===== src/rtl/hyperbus_pkg.sv =====
// Shared HyperBus definitions: one-hot FSM state encoding, command/address (CA)
// bit positions, register-space addresses, CR0 defaults and a CA address helper.
package hyperbus_pkg;

    // One-hot state encoding, same style as the leader
    typedef enum logic [5:0] {
        StIdle    = 6'b000001,
        StCa      = 6'b000010,
        StLatency = 6'b000100,
        StWrite   = 6'b001000,
        StRead    = 6'b010000,
        StRegwr   = 6'b100000
    } hb_state_e;

    // Bit positions within the 48-bit CA; word 0 carries CA[47:32]
    localparam int unsigned CaRwBit     = 47;
    localparam int unsigned CaRegBit    = 46;
    localparam int unsigned CaLinearBit = 45;
    localparam int unsigned CaWord0Lsb  = 32;

    // Register-space word addresses
    localparam logic [31:0] RegAdrId0 = 32'h0000_0000;
    localparam logic [31:0] RegAdrId1 = 32'h0000_0001;
    localparam logic [31:0] RegAdrCr0 = 32'h0000_0800;
    localparam logic [31:0] RegAdrCr1 = 32'h0000_0801;

    localparam logic [15:0] Cr0Default     = 16'h8F1F;
    localparam logic [15:0] Cr1Value       = 16'h0002;
    localparam int unsigned Cr0FixedLatBit = 3;

    // Word address = {CA[44:16], CA[2:0]}; callers pass those slices directly
    function automatic logic [31:0] ca_word_addr(input logic [12:0] ca_44_32,
                                                 input logic [15:0] ca_31_16,
                                                 input logic [2:0]  ca_2_0);
        return {ca_44_32, ca_31_16, ca_2_0};
    endfunction

endpackage


===== src/rtl/hyperbus_target_regs.sv =====
// HyperRAM register space: read-only ID0/ID1/CR1, writable CR0.
// Ports:
//   clk, rstn  - clock, synchronous active-low reset
//   we_i       - write strobe for the single register-write data word
//   adr_i      - register word address
//   wdat_i     - write data (only CR0 accepts it)
//   rdat_o     - read mux output for adr_i, zero for unmapped addresses
//   dbl_o      - CR0 fixed-latency bit (1 = always double latency)
module hyperbus_target_regs
    import hyperbus_pkg::*;
#(
    parameter int unsigned ADDR_LENGTH = 32,
    parameter logic [15:0] ID0_VALUE   = 16'h0C81,
    parameter logic [15:0] ID1_VALUE   = 16'h0001,
    parameter logic [15:0] CR0_RESET   = Cr0Default
) (
    input  logic                   clk,
    input  logic                   rstn,
    input  logic                   we_i,
    input  logic [ADDR_LENGTH-1:0] adr_i,
    input  logic [15:0]            wdat_i,
    output logic [15:0]            rdat_o,
    output logic                   dbl_o
);

    logic [31:0] adr32;
    logic [15:0] cr0_q, cr0_d;

    assign adr32 = 32'(adr_i);
    assign dbl_o = cr0_q[Cr0FixedLatBit];

    // Writes to anything other than CR0 are silently dropped
    always_comb begin
        cr0_d = cr0_q;
        if (we_i && (adr32 == RegAdrCr0)) begin
            cr0_d = wdat_i;
        end
    end

    always_ff @(posedge clk) begin
        if (!rstn) begin
            cr0_q <= CR0_RESET;
        end else begin
            cr0_q <= cr0_d;
        end
    end

    always_comb begin
        rdat_o = 16'h0000;
        case (adr32)
            RegAdrId0: rdat_o = ID0_VALUE;
            RegAdrId1: rdat_o = ID1_VALUE;
            RegAdrCr0: rdat_o = cr0_q;
            RegAdrCr1: rdat_o = Cr1Value;
            default:   rdat_o = 16'h0000;
        endcase
    end

endmodule


===== src/rtl/hyperbus_target.sv =====
// Word-level HyperBus target modelling a HyperRAM behind the leader's DDR IO layer.
// Accepts three CA words, signals latency on RWDS, then streams write words into
// a synchronous single-port memory or returns read words strobed with RWDS=2'b10.
// Ports:
//   clk, rstn               - clock (one HyperBus clock per cycle), sync active-low reset
//   hb_csn                  - chip select, active low; high aborts any transaction
//   hb_dq_i / hb_dq_o / _oe - deserialized DQ word in / out / drive enable
//   hb_rwds_i / _o / _oe    - RWDS pair in (1 = byte masked) / out / drive enable
//   mem_adr, mem_re, mem_we - memory word address, read strobe (data next cycle), write
//   mem_be, mem_wdat        - byte enables (~hb_rwds_i) and write data (hb_dq_i)
//   mem_rdat                - memory read data, valid the cycle after mem_re
module hyperbus_target
    import hyperbus_pkg::*;
#(
    parameter int unsigned WIDTH       = 8,
    parameter int unsigned TACC_COUNT  = 5,
    parameter int unsigned ADDR_LENGTH = 32,
    parameter logic [15:0] ID0_VALUE   = 16'h0C81,
    parameter logic [15:0] ID1_VALUE   = 16'h0001,
    parameter logic [15:0] CR0_RESET   = Cr0Default
) (
    input  logic                   clk,
    input  logic                   rstn,
    input  logic                   hb_csn,
    input  logic [2*WIDTH-1:0]     hb_dq_i,
    output logic [2*WIDTH-1:0]     hb_dq_o,
    output logic                   hb_dq_oe,
    input  logic [1:0]             hb_rwds_i,
    output logic [1:0]             hb_rwds_o,
    output logic                   hb_rwds_oe,
    output logic [ADDR_LENGTH-1:0] mem_adr,
    output logic                   mem_re,
    output logic                   mem_we,
    output logic [1:0]             mem_be,
    output logic [2*WIDTH-1:0]     mem_wdat,
    input  logic [2*WIDTH-1:0]     mem_rdat
);

    localparam int unsigned   LatW   = $clog2(2 * TACC_COUNT + 1);
    localparam logic [LatW-1:0] LatDbl = LatW'(2 * TACC_COUNT - 1);
    localparam logic [LatW-1:0] LatSgl = LatW'(TACC_COUNT - 1);

    hb_state_e              state_q, state_d;
    logic                   ca_idx_q, ca_idx_d;
    logic [15:0]            ca_w0_q, ca_w0_d;
    logic [15:0]            ca_w1_q, ca_w1_d;
    logic [LatW-1:0]        lat_q, lat_d;
    logic [ADDR_LENGTH-1:0] adr_q, adr_d, adr_inc;
    logic                   regwr_done_q, regwr_done_d;

    logic        is_read, is_reg, is_linear;
    logic        dbl;
    logic        reg_we;
    logic [15:0] reg_rdat;

    // CA word 0 is held for the whole transaction, so its flags decode directly
    assign is_read   = ca_w0_q[CaRwBit - CaWord0Lsb];
    assign is_reg    = ca_w0_q[CaRegBit - CaWord0Lsb];
    assign is_linear = ca_w0_q[CaLinearBit - CaWord0Lsb];

    assign reg_we = (state_q == StRegwr) && !regwr_done_q && !hb_csn;

    hyperbus_target_regs #(
        .ADDR_LENGTH (ADDR_LENGTH),
        .ID0_VALUE   (ID0_VALUE),
        .ID1_VALUE   (ID1_VALUE),
        .CR0_RESET   (CR0_RESET)
    ) u_regs (
        .clk    (clk),
        .rstn   (rstn),
        .we_i   (reg_we),
        .adr_i  (adr_q),
        .wdat_i (hb_dq_i[15:0]),
        .rdat_o (reg_rdat),
        .dbl_o  (dbl)
    );

    // Wrapped bursts cycle within a 16-word block; upper bits stay put
    always_comb begin
        adr_inc = adr_q;
        if (is_linear) begin
            adr_inc = adr_q + ADDR_LENGTH'(1);
        end else begin
            adr_inc[3:0] = adr_q[3:0] + 4'd1;
        end
    end

    always_comb begin
        state_d      = state_q;
        ca_idx_d     = ca_idx_q;
        ca_w0_d      = ca_w0_q;
        ca_w1_d      = ca_w1_q;
        lat_d        = lat_q;
        adr_d        = adr_q;
        regwr_done_d = regwr_done_q;
        if (hb_csn) begin
            state_d = StIdle;
        end else begin
            unique case (state_q)
                StIdle: begin
                    ca_w0_d  = hb_dq_i[15:0];
                    ca_idx_d = 1'b0;
                    state_d  = StCa;
                end
                StCa: begin
                    if (!ca_idx_q) begin
                        ca_w1_d  = hb_dq_i[15:0];
                        ca_idx_d = 1'b1;
                    end else begin
                        adr_d = ADDR_LENGTH'(ca_word_addr(ca_w0_q[12:0], ca_w1_q,
                                                          hb_dq_i[2:0]));
                        if (!is_read && is_reg) begin
                            state_d      = StRegwr;
                            regwr_done_d = 1'b0;
                        end else begin
                            state_d = StLatency;
                            lat_d   = dbl ? LatDbl : LatSgl;
                        end
                    end
                end
                StLatency: begin
                    if (lat_q == '0) begin
                        state_d = is_read ? StRead : StWrite;
                        // mem_re fires this cycle, so the next fetch is already +1
                        if (is_read && !is_reg) begin
                            adr_d = adr_inc;
                        end
                    end else begin
                        lat_d = lat_q - LatW'(1);
                    end
                end
                StWrite: adr_d = adr_inc;
                StRead: begin
                    if (!is_reg) begin
                        adr_d = adr_inc;
                    end
                end
                StRegwr: regwr_done_d = 1'b1;
                default: state_d = StIdle;
            endcase
        end
    end

    always_ff @(posedge clk) begin
        if (!rstn) begin
            state_q      <= StIdle;
            ca_idx_q     <= 1'b0;
            ca_w0_q      <= '0;
            ca_w1_q      <= '0;
            lat_q        <= '0;
            adr_q        <= '0;
            regwr_done_q <= 1'b0;
        end else begin
            state_q      <= state_d;
            ca_idx_q     <= ca_idx_d;
            ca_w0_q      <= ca_w0_d;
            ca_w1_q      <= ca_w1_d;
            lat_q        <= lat_d;
            adr_q        <= adr_d;
            regwr_done_q <= regwr_done_d;
        end
    end

    // Outputs; hb_csn high gates every enable and strobe in the same cycle
    always_comb begin
        hb_dq_o    = '0;
        hb_dq_oe   = 1'b0;
        hb_rwds_o  = 2'b00;
        hb_rwds_oe = 1'b0;
        mem_re     = 1'b0;
        mem_we     = 1'b0;
        mem_adr    = adr_q;
        mem_be     = ~hb_rwds_i;
        mem_wdat   = hb_dq_i;
        if (!hb_csn) begin
            unique case (state_q)
                StIdle, StCa: begin
                    hb_rwds_oe = 1'b1;
                    hb_rwds_o  = {2{dbl}};
                end
                StLatency: begin
                    mem_re = (lat_q == '0) && is_read && !is_reg;
                end
                StRead: begin
                    hb_dq_oe   = 1'b1;
                    hb_dq_o    = is_reg ? (2*WIDTH)'(reg_rdat) : mem_rdat;
                    hb_rwds_oe = 1'b1;
                    hb_rwds_o  = 2'b10;
                    mem_re     = !is_reg;
                end
                StWrite: mem_we = 1'b1;
                default: ;
            endcase
        end
    end

endmodule


===== config.mk =====
export PLATFORM = sky130hd
export DESIGN_NAME = hyperbus_target
export DESIGN_NICKNAME = d
export VERILOG_FILES = /design/src/rtl/hyperbus_pkg.sv /design/src/rtl/hyperbus_target_regs.sv /design/src/rtl/hyperbus_target.sv
export SDC_FILE = /design/constraint.sdc
export NUM_CORES = 1
export LEC_CHECK = 0
export ABC_AREA = 1
export BUFFER_PORTS_ARGS = -buffer_cell sky130_fd_sc_hd__buf_2
export CORE_MARGIN = 5
export CORE_UTILIZATION = 30
export DETAILED_ROUTE_END_ITERATION = 8
export GPL_ROUTABILITY_DRIVEN = 0
export SLEW_MARGIN = 15
export SYNTH_ARGS = -nofsm -noshare
export SYNTH_HDL_FRONTEND = slang
export SYNTH_SLANG_ARGS = --single-unit

===== constraint.sdc =====
create_clock -name clk -period 1.9 [get_ports clk]
set_input_delay 0.38 -clock clk [delete_from_list [all_inputs] [get_ports clk]]
set_output_delay 0.38 -clock clk [all_outputs]
set_load 0.01 [all_outputs]

After elaboration in Yosys (flattened, before gate mapping)
Cells that the tools add are included.
{ "classes": {"eq_ne": 16, "mux": 35, "n_reduce_logical": 28, "n_addsub": 3, "bitwise_logic": 5} }
{ "op_table": {"columns": ["operator", "n"], "rows": [
  ["2-to-1 mux 32 bit", 4],
  ["case mux 32 bit (4 select lines)", 1],
  ["equality test 32 x 12 -> 1 bit, second input constant", 2],
  ["case mux 16 bit (4 select lines)", 1],
  ["2-to-1 mux 16 bit", 3],
  ["adder 32 x 1 -> 32 bit, second input constant", 1],
  ["equality test 32 x 1 -> 1 bit, second input constant", 1],
  ["logical NOT 32 bit", 1],
  ["2-to-1 mux 28 bit", 1],
  ["case mux 6 bit (4 select lines)", 1],
  ["2-to-1 mux 4 bit", 5],
  ["2-to-1 mux 6 bit", 3],
  ["inequality test 2 bit, second input constant", 7],
  ["2-to-1 mux 1 bit", 9],
  ["case mux 4 bit (2 select lines)", 1],
  ["logical AND 1 bit", 7],
  ["equality test 6 x 1 -> 1 bit, second input constant", 1],
  ["equality test 6 x 2 -> 1 bit, second input constant", 1],
  ["equality test 6 x 3 -> 1 bit, second input constant", 1],
  ["equality test 6 x 4 -> 1 bit, second input constant", 1],
  ["equality test 6 x 5 -> 1 bit, second input constant", 1],
  ["equality test 6 bit, second input constant", 1],
  ["case mux 1 bit (2 select lines)", 3],
  ["AND reduction 3 bit", 2],
  ["17 further kinds", 28]
]} }
{ "totals": {"in_bits": 37, "output_inout_bits": 72, "wordCells": 95, "regBits": 92} }

Longest topological paths before layout
{ "depth": {"ltp_word": 5, "ltp_mapped": 12} }

Modules after synthesis
A second synthesis with hierarchy kept.
{ "unflattened": {"cells_unflattened": 939, "hier_area_um2": 5765.5} }
{ "modules_own_cells": {"columns": ["mod", "instances", "area_each_um2", "seq_area_each_um2", "cells_each"], "rows": [
  ["hyperbus_target", 1, 4683.2, 1521.5, 779],
  ["hyperbus_target_regs", 1, 1082.3, 320.3, 160]
]} }

Worst setup path before layout
Ideal clock, no wire load.
{ "synth_path": {"kind": "reg2out", "startpoint": "register adr_q[0] (netlist: mem_adr[0])", "endpoint": "output port hb_dq_o[10]", "arrival_time_ns": 1.504, "path_buffers": 0, "slack_ns": 0.016, "stages_incl_launch_ff": 11, "path_cell_list": "dfxtp_1 > inv_1 > ha_1 > nand2_1 > nor2_1 > nand2_1 > nor2_4 > nand2_1 > nand2_1 > nand2_1 > a21oi_1"} }
{ "synth_via": {"elab_chain_cells": 5} }
{ "synth_lines": {"columns": ["item", "line_no", "rtl"], "rows": [
  ["from (decl)", "hyperbus_target.sv:48", "logic [ADDR_LENGTH-1:0] adr_q, adr_d, adr_inc;"],
  ["from (signal assigned)", "hyperbus_target.sv:159", "adr_q <= adr_d;"],
  ["equality test 32 x 12 -> 1 bit, or another cell as far along", "hyperbus_target_regs.sv:50", "case (adr32)"],
  ["case mux 16 bit (4 select lines) (*)", "hyperbus_target_regs.sv:50", null],
  ["2-to-1 mux 16 bit (*)", "hyperbus_target.sv:186", "hb_dq_o = is_reg ? (2*WIDTH)'(reg_rdat) : mem_rdat;"],
  ["2-to-1 mux 16 bit (*)", "hyperbus_target.sv:176", "unique case (state_q)"],
  ["2-to-1 mux 16 bit (*)", "hyperbus_target.sv:175", "if (!hb_csn) begin"],
  ["to (decl)", "hyperbus_target.sv:26", "output logic [2*WIDTH-1:0] hb_dq_o,"]
]} }
Mark *: on every way between the ends. The rest lies on a longest branch, timed or not.

Worst setup path in the final report
{ "layout_path": {"startpoint": "register adr_q[1] (netlist: mem_adr[1])", "endpoint": "output port hb_dq_o[1]"} }
Same word-level chain as after synthesis.

==> results.sh <==
export IMPL_run_status="finished, violations left"
export IMPL_violations="negative setup slack"
export IMPL_critPathLaunchType="register"
export IMPL_grt_pass1_wl_um=29600
export IMPL_drv_slew=0
export IMPL_fmaxAchievable_mhz=441
export IMPL_postSynthAreaPerCell_um2=6.11
export IMPL_synthCells=907
export IMPL_fin_hold_ws_ps=335
export IMPL_r2r_cells=13
export IMPL_num_nets_final=1141
export IMPL_place_hpwl_um=14300
export IMPL_cts_tree="done"
export IMPL_yosysTopAreaCell="dfxtp_1"
export IMPL_drt_total_wl_um=20200
export IMPL_antenna_found_initial=0
export IMPL_p_leak_nw=3.79
export IMPL_required_ps=1520
export IMPL_hold_end="ca_w0_q[12]"
export IMPL_synthTopCellsByArea="dfxtp_1 33%, nand2_1 17%, nor2_1 12%"
export IMPL_synth_edf_count=0
export IMPL_critPathSlowestCell="dfxtp_1"
export IMPL_htreeDepth=3
export IMPL_clockBufferDepth=2
export IMPL_cts_buffers_inserted=9
export IMPL_finalCritPeriodShare=1.19
export IMPL_ir_drop_uv=437
export IMPL_start_util=0.306
export IMPL_cp_arrival_ps=1890
export IMPL_path_cells="inv_2 > ha_2 > nand2_2 > nor2_4 > nand2_1 > nor2_2 > nand2_2 > buf_4 > a31oi_2 > buf_2"
export IMPL_yosysWarnings=0
export IMPL_cp_depth=10
export IMPL_route_detailed_drc=0
export IMPL_rr_endpoint="mem_adr[24]"
export IMPL_num_io_pins=109
export IMPL_finalSetupViolCount=49
export IMPL_seq_area_mm2=0.00186
export IMPL_fp_dieArea_mm2=0.0213
export IMPL_fin_skew_ps=10.4
export IMPL_postLayoutCoreUtil=0.450
export IMPL_cts_root_buf="clkbuf_16"
export IMPL_drive_gt1_frac=0.382
export IMPL_path_clk_slew_ps=70
export IMPL_path_class="register to output port"
export IMPL_hold_depth=3
export IMPL_synth_seq_cells=92
export IMPL_path_buf_inv=3
export IMPL_p_total_mw=4.63
export IMPL_detail_route_first_pass_iterations=5
export IMPL_vias=6386
export IMPL_tns_ps=-10410
export IMPL_relSlewSlack=0.729
export IMPL_areaGrowthSynthToFinish_pct=47.0
export IMPL_die_width_um=146
export IMPL_cts_sink_count=92
export IMPL_clk_latency_ps=350
export IMPL_fin_crit_ps=2270
export IMPL_synth_area_mm2=0.00554
export IMPL_grt_max_degree=77
export IMPL_r2r_slack_ps=-200
export IMPL_die_h_um=146
export IMPL_cp_startpoint="mem_adr[1]"
export IMPL_async_flop_share=0
export IMPL_drtAntennaViolNets=0
export IMPL_synth_fp_nets=948
export IMPL_finalHoldViolCount=0
export IMPL_yosysSeqAreaShare=0.333
export IMPL_nFillCells=1841
export IMPL_max_cap_viol_count=0
export IMPL_cp_slowest_stage_delay_ps=320
export IMPL_tightest_slew_ps=406
export IMPL_io_buffers=108
export IMPL_routed_via_density=4.79
export IMPL_fin_ws_ps=-369
export IMPL_yosysTopAreaCellShare=0.333
export IMPL_hp_start="hb_dq_i[12]"
export IMPL_cp_top_family="simple AND/OR/NAND/NOR gates"
export IMPL_grt_usage=0.173
export IMPL_antenna_cells=0
export IMPL_overflow=0
export IMPL_rsz0062_at_grt="yes"
export IMPL_wl_per_cell_um=15.2
export IMPL_power_density_mw_per_mm2=569
export IMPL_coreArea_mm2=0.0181
export IMPL_r2r_start="state_q[4]"
export IMPL_crit_path_end_kind="output port"
export IMPL_crit_top_cell="nand2_2"
export IMPL_grt_pass1_vias=5609
export IMPL_drt_iter0_markers=470
export IMPL_synth_cell_types=33
export IMPL_multi_input_area_mm2=0.00360
export IMPL_hold_path_class="input pin to register"
export IMPL_crit_fanout=2
export IMPL_rows=49
export IMPL_synth_flop_cell="dfxtp_1"
## worst register-to-register path, cell delays in order (launching register included)
cell and delay, ps:
dfxtp_2 330, buf_6 110, buf_6 110, nor2_4 210, nand3_4 150, buf_6 150, nand2_4 80, nor2_4 40
nor2_4 120, nand3_4 250, clkbuf_16 270, nand2_2 50, nand2_1 40, nor2_1 110
## placed cells by master (no fill, tap or decap), types with 22 or more instances in the layout
master	Yosys	final
nand2_1	255	207
nor2_1	171	140
buf_2	10	107
buf_4	17	91
dfxtp_1	92	78
inv_1	80	62
o21ai_0	62	55
a21oi_1	64	50
nand2_2	4	44
nand3_1	49	43
nor2_2	9	22
nor2_4	4	22
## per-stage QoR
step / cell area (um^2) / setup WS, ps / cells
after CTS: 7530 / -323 / 1317
after global routing: 8140 / -476 / 1334
after detailed placement: 6890 / -96.9 / 1291
after global placement: 6890 / -76.4 / 1291
final: 8140 / -369 / 1334
after floorplan: 5540 / 16.3 / 907
## report_power, final
part,internal (mW),leakage (nW),switching (mW),total (mW)
Sequential,1.99,0.753,0.0375,2.02
Clock,1.03,0.143,0.825,1.86
Combinational,0.315,2.90,0.431,0.746
Total,3.33,3.79,1.29,4.63
## repair_timing
item	4_1_cts	5_1_grt
pin swaps	30	41
setup endpoints to repair	24	87
setup buffers	10	10
gates cloned	1	9
gates resized for setup	82	121
hold endpoints to repair	0	0
hold buffers	0	0
## area by class of cell
class | instances | area share
Sequential cell | 92 | 0.229
Multi-Input combinational cell | 682 | 0.442
Timing Repair Buffer | 228 | 0.216
Timing Repair inverter | 1 | 0.000922
Clock buffer | 10 | 0.0281
Inverter | 86 | 0.0409
Tap cell | 229 | 0.0352
Clock inverter | 6 | 0.00891
## cells in the mapped netlist, types with 2 or more instances
| cell | n |
|---|---|
| nor2_2 | 9 |
| inv_2 | 5 |
| xor2_1 | 9 |
| nor2_1 | 171 |
| nand3_4 | 2 |
| inv_1 | 80 |
| ha_1 | 4 |
| buf_6 | 2 |
| o21ai_0 | 62 |
| a31oi_1 | 7 |
| nand4_1 | 10 |
| dfxtp_1 | 92 |
| nor2_4 | 4 |
| or2_2 | 11 |
| nand2_1 | 255 |
| o211ai_1 | 10 |
| nand2_2 | 4 |
| clkbuf_1 | 18 |
| nand3_2 | 2 |
| buf_4 | 17 |
| nand3_1 | 49 |
| buf_2 | 10 |
| a21oi_1 | 64 |
## logic make-up (layout without fill, tap and decap cells)
kind of cell | count (synthesis) | count (layout) | synth area share
flip-flops | 92 | 92 | 0.333
buffers and inverters | 133 | 331 | 0.107
AND/OR/NAND/NOR | 521 | 521 | 0.396
AO/OA/AOI/OAI | 147 | 147 | 0.140
XOR/XNOR | 10 | 10 | 0.0158
adder cells (fa/ha/maj) | 4 | 4 | 0.00904
## worst max-delay path by stage
stage	endpoint	slack, ps
floorplan	hb_dq_o[10]	20
global placement	hb_dq_o[10]	-80
detailed placement	hb_dq_o[10]	-100
CTS	hb_dq_o[12]	-320
global route	hb_dq_o[1]	-480
finish	hb_dq_o[1]	-370
## routing by layer
metal / track usage / wire length (um) / share of wire / vias to the layer above
li1: - / - / - / 3263
met1: 0.232 / 9030 / 0.45 / 2921
met2: 0.287 / 9710 / 0.48 / 175
met3: 0.0209 / 1090 / 0.054 / 27
met4: 0.0594 / 397 / 0.020 / 0
met5: 0 / 0 / 0 / -
## state kept, by name, summed over array words and instances, names as in the netlist
signal        flops
u_regs.cr0_q     16
state_q           6
ca_w1_q          16
regwr_done_q      1
ca_idx_q          1
lat_q             4
ca_w0_q          16
mem_adr          32
Power figures use the tool's default switching activity.
